==> src/rtl/pp_sp_pcie_endpoint_if.sv <==
// Avalon-ST RX/TX pair plus the repacked payload stream of the PCIe endpoint.
// The slave modport is the endpoint's view; the master modport is the driving side.
interface pp_sp_pcie_endpoint_if #(
    parameter int unsigned DATA_W = 256
);
    logic [DATA_W-1:0] rx_st_data;
    logic              rx_st_valid;
    logic              rx_st_sop;
    logic              rx_st_eop;
    logic [1:0]        rx_st_empty;
    logic              rx_st_err;
    logic              rx_st_ready;

    logic [DATA_W-1:0] tx_st_data;
    logic              tx_st_valid;
    logic              tx_st_sop;
    logic              tx_st_eop;
    logic              tx_st_ready;

    logic              data_valid;
    logic [DATA_W-1:0] data_data;
    logic [4:0]        data_empty;

    modport master (
        output rx_st_data, rx_st_valid, rx_st_sop, rx_st_eop, rx_st_empty, rx_st_err,
        input  rx_st_ready,
        input  tx_st_data, tx_st_valid, tx_st_sop, tx_st_eop,
        output tx_st_ready,
        input  data_valid, data_data, data_empty
    );

    modport slave (
        input  rx_st_data, rx_st_valid, rx_st_sop, rx_st_eop, rx_st_empty, rx_st_err,
        output rx_st_ready,
        output tx_st_data, tx_st_valid, tx_st_sop, tx_st_eop,
        input  tx_st_ready,
        output data_valid, data_data, data_empty
    );
endinterface

==> src/rtl/pp_sp_pcie_endpoint.sv <==
// PCIe RX completion handler: parses CplD TLPs from a 256-bit Avalon-ST stream
// and repacks their payload into 32-byte output beats; the TX port stays idle.
module pp_sp_pcie_endpoint #(
    parameter int unsigned DATA_W = 256
) (
    input  logic                   clock,
    input  logic                   reset,
    pp_sp_pcie_endpoint_if.slave   bus
);
    localparam int unsigned NDW = DATA_W / 32;

    typedef enum logic [1:0] {
        ST_HDR,
        ST_DATA,
        ST_DROP
    } state_t;

    state_t            state_q, state_d;
    logic              ready_q, ready_d;
    logic              flush_q, flush_d;
    logic [10:0]       rem_q, rem_d;
    logic [3:0]        cnt_q, cnt_d;
    logic [31:0]       held_q [NDW];
    logic [31:0]       held_d [NDW];
    logic              out_valid_q, out_valid_d;
    logic [DATA_W-1:0] out_data_q, out_data_d;
    logic [4:0]        out_empty_q, out_empty_d;

    logic [31:0]       beat_dw [NDW];
    logic [31:0]       comb_dw [2*NDW];
    logic              accept;
    logic              hdr_beat;
    logic              is_cpld;
    logic [10:0]       hdr_len;
    logic [3:0]        hdr_start;
    logic [3:0]        avail_hdr;

    logic [3:0]        base_cnt;
    logic [3:0]        start;
    logic [3:0]        take;
    logic [10:0]       rem_after;
    logic [4:0]        total;
    logic              pack;
    logic              tlp_end;
    int unsigned       j;

    always_comb begin
        for (int unsigned k = 0; k < NDW; k++) begin
            beat_dw[k] = bus.rx_st_data[32*k +: 32];
        end
    end

    assign accept    = bus.rx_st_valid & ready_q;
    assign hdr_beat  = (state_q == ST_HDR) || bus.rx_st_sop;
    assign is_cpld   = (beat_dw[0][31:24] == 8'h4A);
    assign hdr_len   = (beat_dw[0][9:0] == 10'd0) ? 11'd1024 : {1'b0, beat_dw[0][9:0]};
    // LowerAddr[2] selects whether the 3DW header is followed by a QW-alignment pad DW.
    assign hdr_start = beat_dw[2][2] ? 4'd3 : 4'd4;
    assign avail_hdr = 4'd8 - hdr_start;

    always_comb begin
        state_d     = state_q;
        rem_d       = rem_q;
        cnt_d       = cnt_q;
        held_d      = held_q;
        ready_d     = 1'b1;
        flush_d     = 1'b0;
        out_valid_d = 1'b0;
        out_data_d  = out_data_q;
        out_empty_d = out_empty_q;
        base_cnt    = cnt_q;
        start       = '0;
        take        = '0;
        rem_after   = rem_q;
        pack        = 1'b0;
        tlp_end     = 1'b0;
        j           = '0;

        if (flush_q) begin
            pack    = 1'b1;
            tlp_end = 1'b1;
        end else if (accept) begin
            if (hdr_beat) begin
                base_cnt = '0;
                cnt_d    = '0;
                if (is_cpld) begin
                    start     = hdr_start;
                    take      = (hdr_len < 11'(avail_hdr)) ? hdr_len[3:0] : avail_hdr;
                    rem_after = hdr_len - 11'(take);
                    rem_d     = rem_after;
                    pack      = 1'b1;
                    tlp_end   = (rem_after == '0);
                    state_d   = tlp_end ? ST_HDR : ST_DATA;
                end else begin
                    state_d = bus.rx_st_eop ? ST_HDR : ST_DROP;
                end
            end else if (state_q == ST_DATA) begin
                take      = (rem_q < 11'd8) ? rem_q[3:0] : 4'd8;
                rem_after = rem_q - 11'(take);
                rem_d     = rem_after;
                pack      = 1'b1;
                tlp_end   = (rem_after == '0);
                state_d   = tlp_end ? ST_HDR : ST_DATA;
            end else if (bus.rx_st_eop) begin
                state_d = ST_HDR;
            end
        end

        total = 5'(base_cnt) + 5'(take);

        // Held DWs first, then this beat's payload DWs, zero beyond the total.
        for (int unsigned i = 0; i < 2*NDW; i++) begin
            comb_dw[i] = '0;
            if (i < 32'(base_cnt)) begin
                comb_dw[i] = held_q[3'(i)];
            end else if ((i - 32'(base_cnt)) < 32'(take)) begin
                j          = 32'(start) + i - 32'(base_cnt);
                comb_dw[i] = beat_dw[3'(j)];
            end
        end

        if (pack) begin
            if (total >= 5'd8) begin
                out_valid_d = 1'b1;
                out_empty_d = '0;
                for (int unsigned k = 0; k < NDW; k++) begin
                    out_data_d[32*k +: 32] = comb_dw[k];
                    held_d[k]              = comb_dw[4'(k + NDW)];
                end
                cnt_d = 4'(total - 5'd8);
                if (tlp_end && (total > 5'd8)) begin
                    flush_d = 1'b1;
                    ready_d = 1'b0;
                end
            end else if (tlp_end) begin
                if (total != '0) begin
                    out_valid_d = 1'b1;
                    out_empty_d = {3'(5'd8 - total), 2'b00};
                    for (int unsigned k = 0; k < NDW; k++) begin
                        out_data_d[32*k +: 32] = comb_dw[k];
                    end
                end
                cnt_d = '0;
            end else begin
                for (int unsigned k = 0; k < NDW; k++) begin
                    held_d[k] = comb_dw[k];
                end
                cnt_d = total[3:0];
            end
        end
    end

    always_ff @(posedge clock) begin
        if (reset) begin
            state_q     <= ST_HDR;
            ready_q     <= 1'b0;
            flush_q     <= 1'b0;
            rem_q       <= '0;
            cnt_q       <= '0;
            out_valid_q <= 1'b0;
            out_data_q  <= '0;
            out_empty_q <= '0;
            for (int unsigned k = 0; k < NDW; k++) begin
                held_q[k] <= '0;
            end
        end else begin
            state_q     <= state_d;
            ready_q     <= ready_d;
            flush_q     <= flush_d;
            rem_q       <= rem_d;
            cnt_q       <= cnt_d;
            out_valid_q <= out_valid_d;
            out_data_q  <= out_data_d;
            out_empty_q <= out_empty_d;
            held_q      <= held_d;
        end
    end

    assign bus.rx_st_ready = ready_q;
    assign bus.data_valid  = out_valid_q;
    assign bus.data_data   = out_data_q;
    assign bus.data_empty  = out_empty_q;
    assign bus.tx_st_data  = '0;
    assign bus.tx_st_valid = 1'b0;
    assign bus.tx_st_sop   = 1'b0;
    assign bus.tx_st_eop   = 1'b0;

    logic unused_inputs;
    assign unused_inputs = ^{bus.rx_st_empty, bus.rx_st_err, bus.tx_st_ready};
endmodule

==> src/flat_wrapper.sv <==
// flat-port wrapper written by rule: the top's interface ports become plain ports
module pp_sp_pcie_endpoint_flat 
#(
    parameter int unsigned DATA_W = 256
)
  (clock, reset, bus_rx_st_data, bus_rx_st_valid, bus_rx_st_sop, bus_rx_st_eop, bus_rx_st_empty, bus_rx_st_err, bus_rx_st_ready, bus_tx_st_data, bus_tx_st_valid, bus_tx_st_sop, bus_tx_st_eop, bus_tx_st_ready, bus_data_valid, bus_data_data, bus_data_empty);
  pp_sp_pcie_endpoint_if #(.DATA_W(DATA_W)) bus_i ();
  input  logic clock;
  input  logic reset;
  input wire logic [$bits(bus_i.rx_st_data)-1:0] bus_rx_st_data;
  input wire logic [$bits(bus_i.rx_st_valid)-1:0] bus_rx_st_valid;
  input wire logic [$bits(bus_i.rx_st_sop)-1:0] bus_rx_st_sop;
  input wire logic [$bits(bus_i.rx_st_eop)-1:0] bus_rx_st_eop;
  input wire logic [$bits(bus_i.rx_st_empty)-1:0] bus_rx_st_empty;
  input wire logic [$bits(bus_i.rx_st_err)-1:0] bus_rx_st_err;
  output wire logic [$bits(bus_i.rx_st_ready)-1:0] bus_rx_st_ready;
  output wire logic [$bits(bus_i.tx_st_data)-1:0] bus_tx_st_data;
  output wire logic [$bits(bus_i.tx_st_valid)-1:0] bus_tx_st_valid;
  output wire logic [$bits(bus_i.tx_st_sop)-1:0] bus_tx_st_sop;
  output wire logic [$bits(bus_i.tx_st_eop)-1:0] bus_tx_st_eop;
  input wire logic [$bits(bus_i.tx_st_ready)-1:0] bus_tx_st_ready;
  output wire logic [$bits(bus_i.data_valid)-1:0] bus_data_valid;
  output wire logic [$bits(bus_i.data_data)-1:0] bus_data_data;
  output wire logic [$bits(bus_i.data_empty)-1:0] bus_data_empty;
  assign bus_i.rx_st_data = bus_rx_st_data;
  assign bus_i.rx_st_valid = bus_rx_st_valid;
  assign bus_i.rx_st_sop = bus_rx_st_sop;
  assign bus_i.rx_st_eop = bus_rx_st_eop;
  assign bus_i.rx_st_empty = bus_rx_st_empty;
  assign bus_i.rx_st_err = bus_rx_st_err;
  assign bus_rx_st_ready = bus_i.rx_st_ready;
  assign bus_tx_st_data = bus_i.tx_st_data;
  assign bus_tx_st_valid = bus_i.tx_st_valid;
  assign bus_tx_st_sop = bus_i.tx_st_sop;
  assign bus_tx_st_eop = bus_i.tx_st_eop;
  assign bus_i.tx_st_ready = bus_tx_st_ready;
  assign bus_data_valid = bus_i.data_valid;
  assign bus_data_data = bus_i.data_data;
  assign bus_data_empty = bus_i.data_empty;
  pp_sp_pcie_endpoint #(.DATA_W(DATA_W)) u_core (.clock(clock), .reset(reset), .bus(bus_i));
endmodule
==> config.mk <==
export PLATFORM = sky130hd
export DESIGN_NAME = pp_sp_pcie_endpoint_flat
export DESIGN_NICKNAME = d
export VERILOG_FILES = /design/src/rtl/pp_sp_pcie_endpoint_if.sv /design/src/rtl/pp_sp_pcie_endpoint.sv /design/src/flat_wrapper.sv
export SDC_FILE = /design/constraint.sdc
export NUM_CORES = 2
export LEC_CHECK = 0
export ABC_AREA = 1
export CAP_MARGIN = 20
export CELL_PAD_IN_SITES_DETAIL_PLACEMENT = 2
export CELL_PAD_IN_SITES_GLOBAL_PLACEMENT = 2
export CORE_UTILIZATION = 25
export CTS_BUF_LIST = sky130_fd_sc_hd__clkbuf_2 sky130_fd_sc_hd__clkbuf_4 sky130_fd_sc_hd__clkbuf_8
export DETAILED_ROUTE_END_ITERATION = 10
export GPL_TIMING_DRIVEN = 0
export HOLD_SLACK_MARGIN = 0.08
export PLACE_DENSITY_LB_ADDON = 0.1
export SYNTH_ARGS = -nofsm -noshare
export SYNTH_HDL_FRONTEND = slang
export SYNTH_SLANG_ARGS = --single-unit
==> constraint.sdc <==
create_clock -name clock -period 4.15 [get_ports clock]
set_input_delay 0.83 -clock clock [delete_from_list [all_inputs] [get_ports clock]]
set_output_delay 0.83 -clock clock [all_outputs]
set_load 0.1 [all_outputs]
==> results.sh <==
export IMPL_timing_final_crit_share=0.998
export IMPL_p_leak_nw=24.0
export IMPL_power_density_mw_per_mm2=270
export IMPL_r2r_cells=20
export IMPL_finish_net_count=8251
export IMPL_crit_arrival_ns=4.95
export IMPL_ir_drop_mv=0.226
export IMPL_r2r_end="u_core.held_q[223]"
export IMPL_start_kind="primary input"
export IMPL_cp_common_cell="nand2_1"
export IMPL_vias=53500
export IMPL_path_clk_slew_ns=0.06
export IMPL_r2r_start="u_core.state_q[0]"
export IMPL_holdPathStages=2
export IMPL_via_per_inst=5.30
export IMPL_drt_iter0_markers=4211
export IMPL_hold_class="reg -> reg"
export IMPL_start_util=0.251
export IMPL_setup_viol=0
export IMPL_min_to="u_core.held_q[107]"
export IMPL_critPathBufInv=6
export IMPL_synth_distinct_cells=43
export IMPL_grt_pass1_vias=54300
export IMPL_clock_root_buffer="clkbuf_8"
export IMPL_rrSetupSlack_ns=0.06
export IMPL_cts_tree="done"
export IMPL_drc=0
export IMPL_wirelength_um=304000
export IMPL_slowest_stage="clkdlybuf4s50_1"
export IMPL_place_congestion=1.04
export IMPL_crit_fanout=10
export IMPL_antenna_found_initial=20
export IMPL_portBuffers=520
export IMPL_postSynthCellCount=6918
export IMPL_syn2layout_area_growth_pct=38.5
export IMPL_multi_input_area_mm2=0.0261
export IMPL_yosysWarnings=0
export IMPL_cts_sinks=535
export IMPL_rsz0062_at_grt="true"
export IMPL_firstDrtPassIters=7
export IMPL_synth_seq_area_share=0.269
export IMPL_die_area_mm2=0.161
export IMPL_critPathKind="in -> reg"
export IMPL_dpl_hpwl_um=247000
export IMPL_status="finished, final reports clean"
export IMPL_endpoint_kind="flop"
export IMPL_grt_usage=0.362
export IMPL_setup_tns_ns=0
export IMPL_core_area_mm2=0.158
export IMPL_wl_per_cell_um=30.2
export IMPL_htree_levels=3
export IMPL_hold_viol_final=0
export IMPL_fillerInstances=19400
export IMPL_worstPathRequired_ns=4.96
export IMPL_seq_area_mm2=0.0107
export IMPL_cpPeakStageDelay_ns=0.53
export IMPL_skew_ns=0.0692
export IMPL_pre_cts_ws_ns=-4.14
export IMPL_cts_buffers=109
export IMPL_worstPathCellList="clkdlybuf4s50_1, a21oi_4, nor2_4, inv_6, nor3_4, buf_12, ha_2, clkbuf_8, clkbuf_4, clkbuf_4, nand2_1, o21ai_0, o21ai_1, nand2_1, nand2_1, o21ai_0, a21oi_1, nand3_1, nand2_1, nor2_1"
export IMPL_max_cap_violations=0
export IMPL_clock_latency_ns=0.91
export IMPL_synth_area_mm2=0.0398
export IMPL_fp_dieH_um=401
export IMPL_ys_ff_latch=535
export IMPL_ant_nets=0
export IMPL_relSlewSlack=0.197
export IMPL_overflow=0
export IMPL_grt_first_pass_wirelength_um=415000
export IMPL_io_pin_count=787
export IMPL_worstHoldStart="u_core.held_q[107]"
export IMPL_rows=146
export IMPL_slew_violations=0
export IMPL_max_freq_ghz=0.241
export IMPL_post_route_min_period_ns=4.14
export IMPL_critPathTopFamily="buffers and inverters"
export IMPL_drive_above_1_share=0.180
export IMPL_placed_cell_area_mm2=0.0488
export IMPL_die_x_um=401
export IMPL_grt_max_degree=18
export IMPL_cts_max_path_buffers=3
export IMPL_fin_ws_ns=0.00848
export IMPL_fin_area_mm2=0.0551
export IMPL_avgSynthCellArea_um2=5.75
export IMPL_tightest_slew_ns=1.21
[stage by stage]
| stage | instances | total power [mW] | utilization | hold WS (ns) |
|---|---|---|---|---|
| 3_5_place_dp | 9790 | 8.29 | 0.308 | 0.465 |
| 2_1_floorplan | 7178 | 7.18 | - | 0.444 |
| 3_3_place_gp | 9770 | 8.26 | 0.307 | 0.453 |
| 4_1_cts | 10000 | 14.8 | 0.338 | 0.479 |
| 5_1_grt | 10100 | 15.3 | 0.348 | 0.501 |
| 6_report | 10100 | 14.9 | 0.348 | 0.483 |
[worst max-delay path by stage]
stage               depth (start not counted)  slack [ns]                from            endpoint
CTS                                        20       -0.02  bus_rx_st_data[25]    u_core.held_q[8]
global route                               23       -0.11   bus_rx_st_data[6]  u_core.held_q[233]
floorplan                                  24       0.009     bus_rx_st_valid   u_core.held_q[58]
finish                                     20       0.008       bus_rx_st_sop  u_core.held_q[223]
detailed placement                         20       -4.14  bus_rx_st_data[30]   u_core.held_q[52]
global placement                           20       -4.58  bus_rx_st_data[30]   u_core.held_q[52]
[power breakdown]
group	switching (mW)	total [mW]	internal (mW)
logic	2.52	3.25	0.735
clock network	2.88	6.43	3.55
registers	0.0194	5.19	5.17
[registers in the layout, summed over array words and instances (netlist names)]
register and flops:
u_core.state_q 2, u_core.bus.data_empty 3, u_core.bus.data_data 256, u_core.bus.data_valid 1
u_core.bus.rx_st_ready 1, u_core.cnt_q 4, u_core.flush_q 1, u_core.rem_q 11
u_core.held_q 256
[synthesized netlist by cell type, drive strengths merged]
library cell,n,area share
nor3,7,0.0010
a31oi,5,0.0012
dfxtp,535,0.27
fa,5,0.0025
nand3b,2,0.00038
ha,61,0.019
inv,373,0.035
o21ai,875,0.11
nand2,2333,0.22
clkbuf,322,0.030
a32oi,31,0.0068
o211ai,12,0.0023
nor2,531,0.051
a21oi,717,0.090
xor2,12,0.0026
a211oi,2,0.00038
a21o,2,0.00038
or4,1,0.00019
nor4,2,0.00063
a211o,1,0.00022
o21bai,2,0.00038
clkinv,6,0.00057
xnor2,3,0.00066
nand3,584,0.074
or2,5,0.00079
conb,2,0.00019
buf,471,0.076
nand4,15,0.0024
o21a,1,0.00019
[cell usage in the layout, fill, tap and decap left out, drive strengths merged, types with 5 or more instances in the layout]
cell type	netlist	final
nor2	531	531
o211ai	12	12
a32oi	31	31
fa	5	5
clkinvlp	0	7
xor2	12	12
clkinv	6	21
nand4	15	15
a31oi	5	5
or2	5	5
nor3	7	7
ha	61	61
clkbuf	322	486
dlymetal6s2s	0	6
buf	471	593
o21ai	875	875
nand2	2333	2333
inv	373	374
diode	0	10
clkdlybuf4s50	0	512
dfxtp	535	535
a21oi	717	717
conb	2	262
nand3	584	584
[tightest hold or removal path, stage by stage (launching register included)]
cell and delay (ns):
dfxtp_1 0.33, a21oi_1 0.04, nor2_1 0.08
[area by class of cell]
| class | count | area share |
|---|---|---|
| antenna | 10 | 0.000454 |
| buffer | 791 | 0.0978 |
| clock buffer | 175 | 0.0405 |
| clock inverter | 25 | 0.00434 |
| inverter | 379 | 0.0268 |
| multi-input combinational | 5471 | 0.475 |
| sequential | 535 | 0.194 |
| tap | 2072 | 0.0471 |
| timing repair buffer | 633 | 0.114 |
[cell families (layout without fill, tap and decap cells)]
kind of cell | after synthesis | after routing | synth area share
AOI/OAI and AO/OA | 1648 | 1648 | 0.212
xor gates and xnor gates | 15 | 15 | 0.00330
adders and majority gates | 66 | 66 | 0.0217
buffers and inverters | 1172 | 2003 | 0.142
DFF | 535 | 535 | 0.269
other | 2 | 272 | 0.000189
and+or+nand+nor | 3480 | 3480 | 0.351
[routing by layer]
metal,routed length (um),up-vias,global-route usage,part of all wire
li1,-,24000,-,-
met1,131000,27000,0.472,0.43
met2,133000,1984,0.561,0.44
met3,19600,488,0.0541,0.065
met4,20200,2,0.219,0.066
met5,13,-,0,0.000043
[what timing repair did]
action / 4_1_cts / 5_1_grt
pin swaps: 30 / 27
resized for setup: 910 / 533
gates cloned: 0 / 6
endpoints found under the setup margin: 522 / 518
hold buffers: 0 / 0
buffers inserted: 43 / 44
No activity file was read; power rests on OpenSTA's default activity.
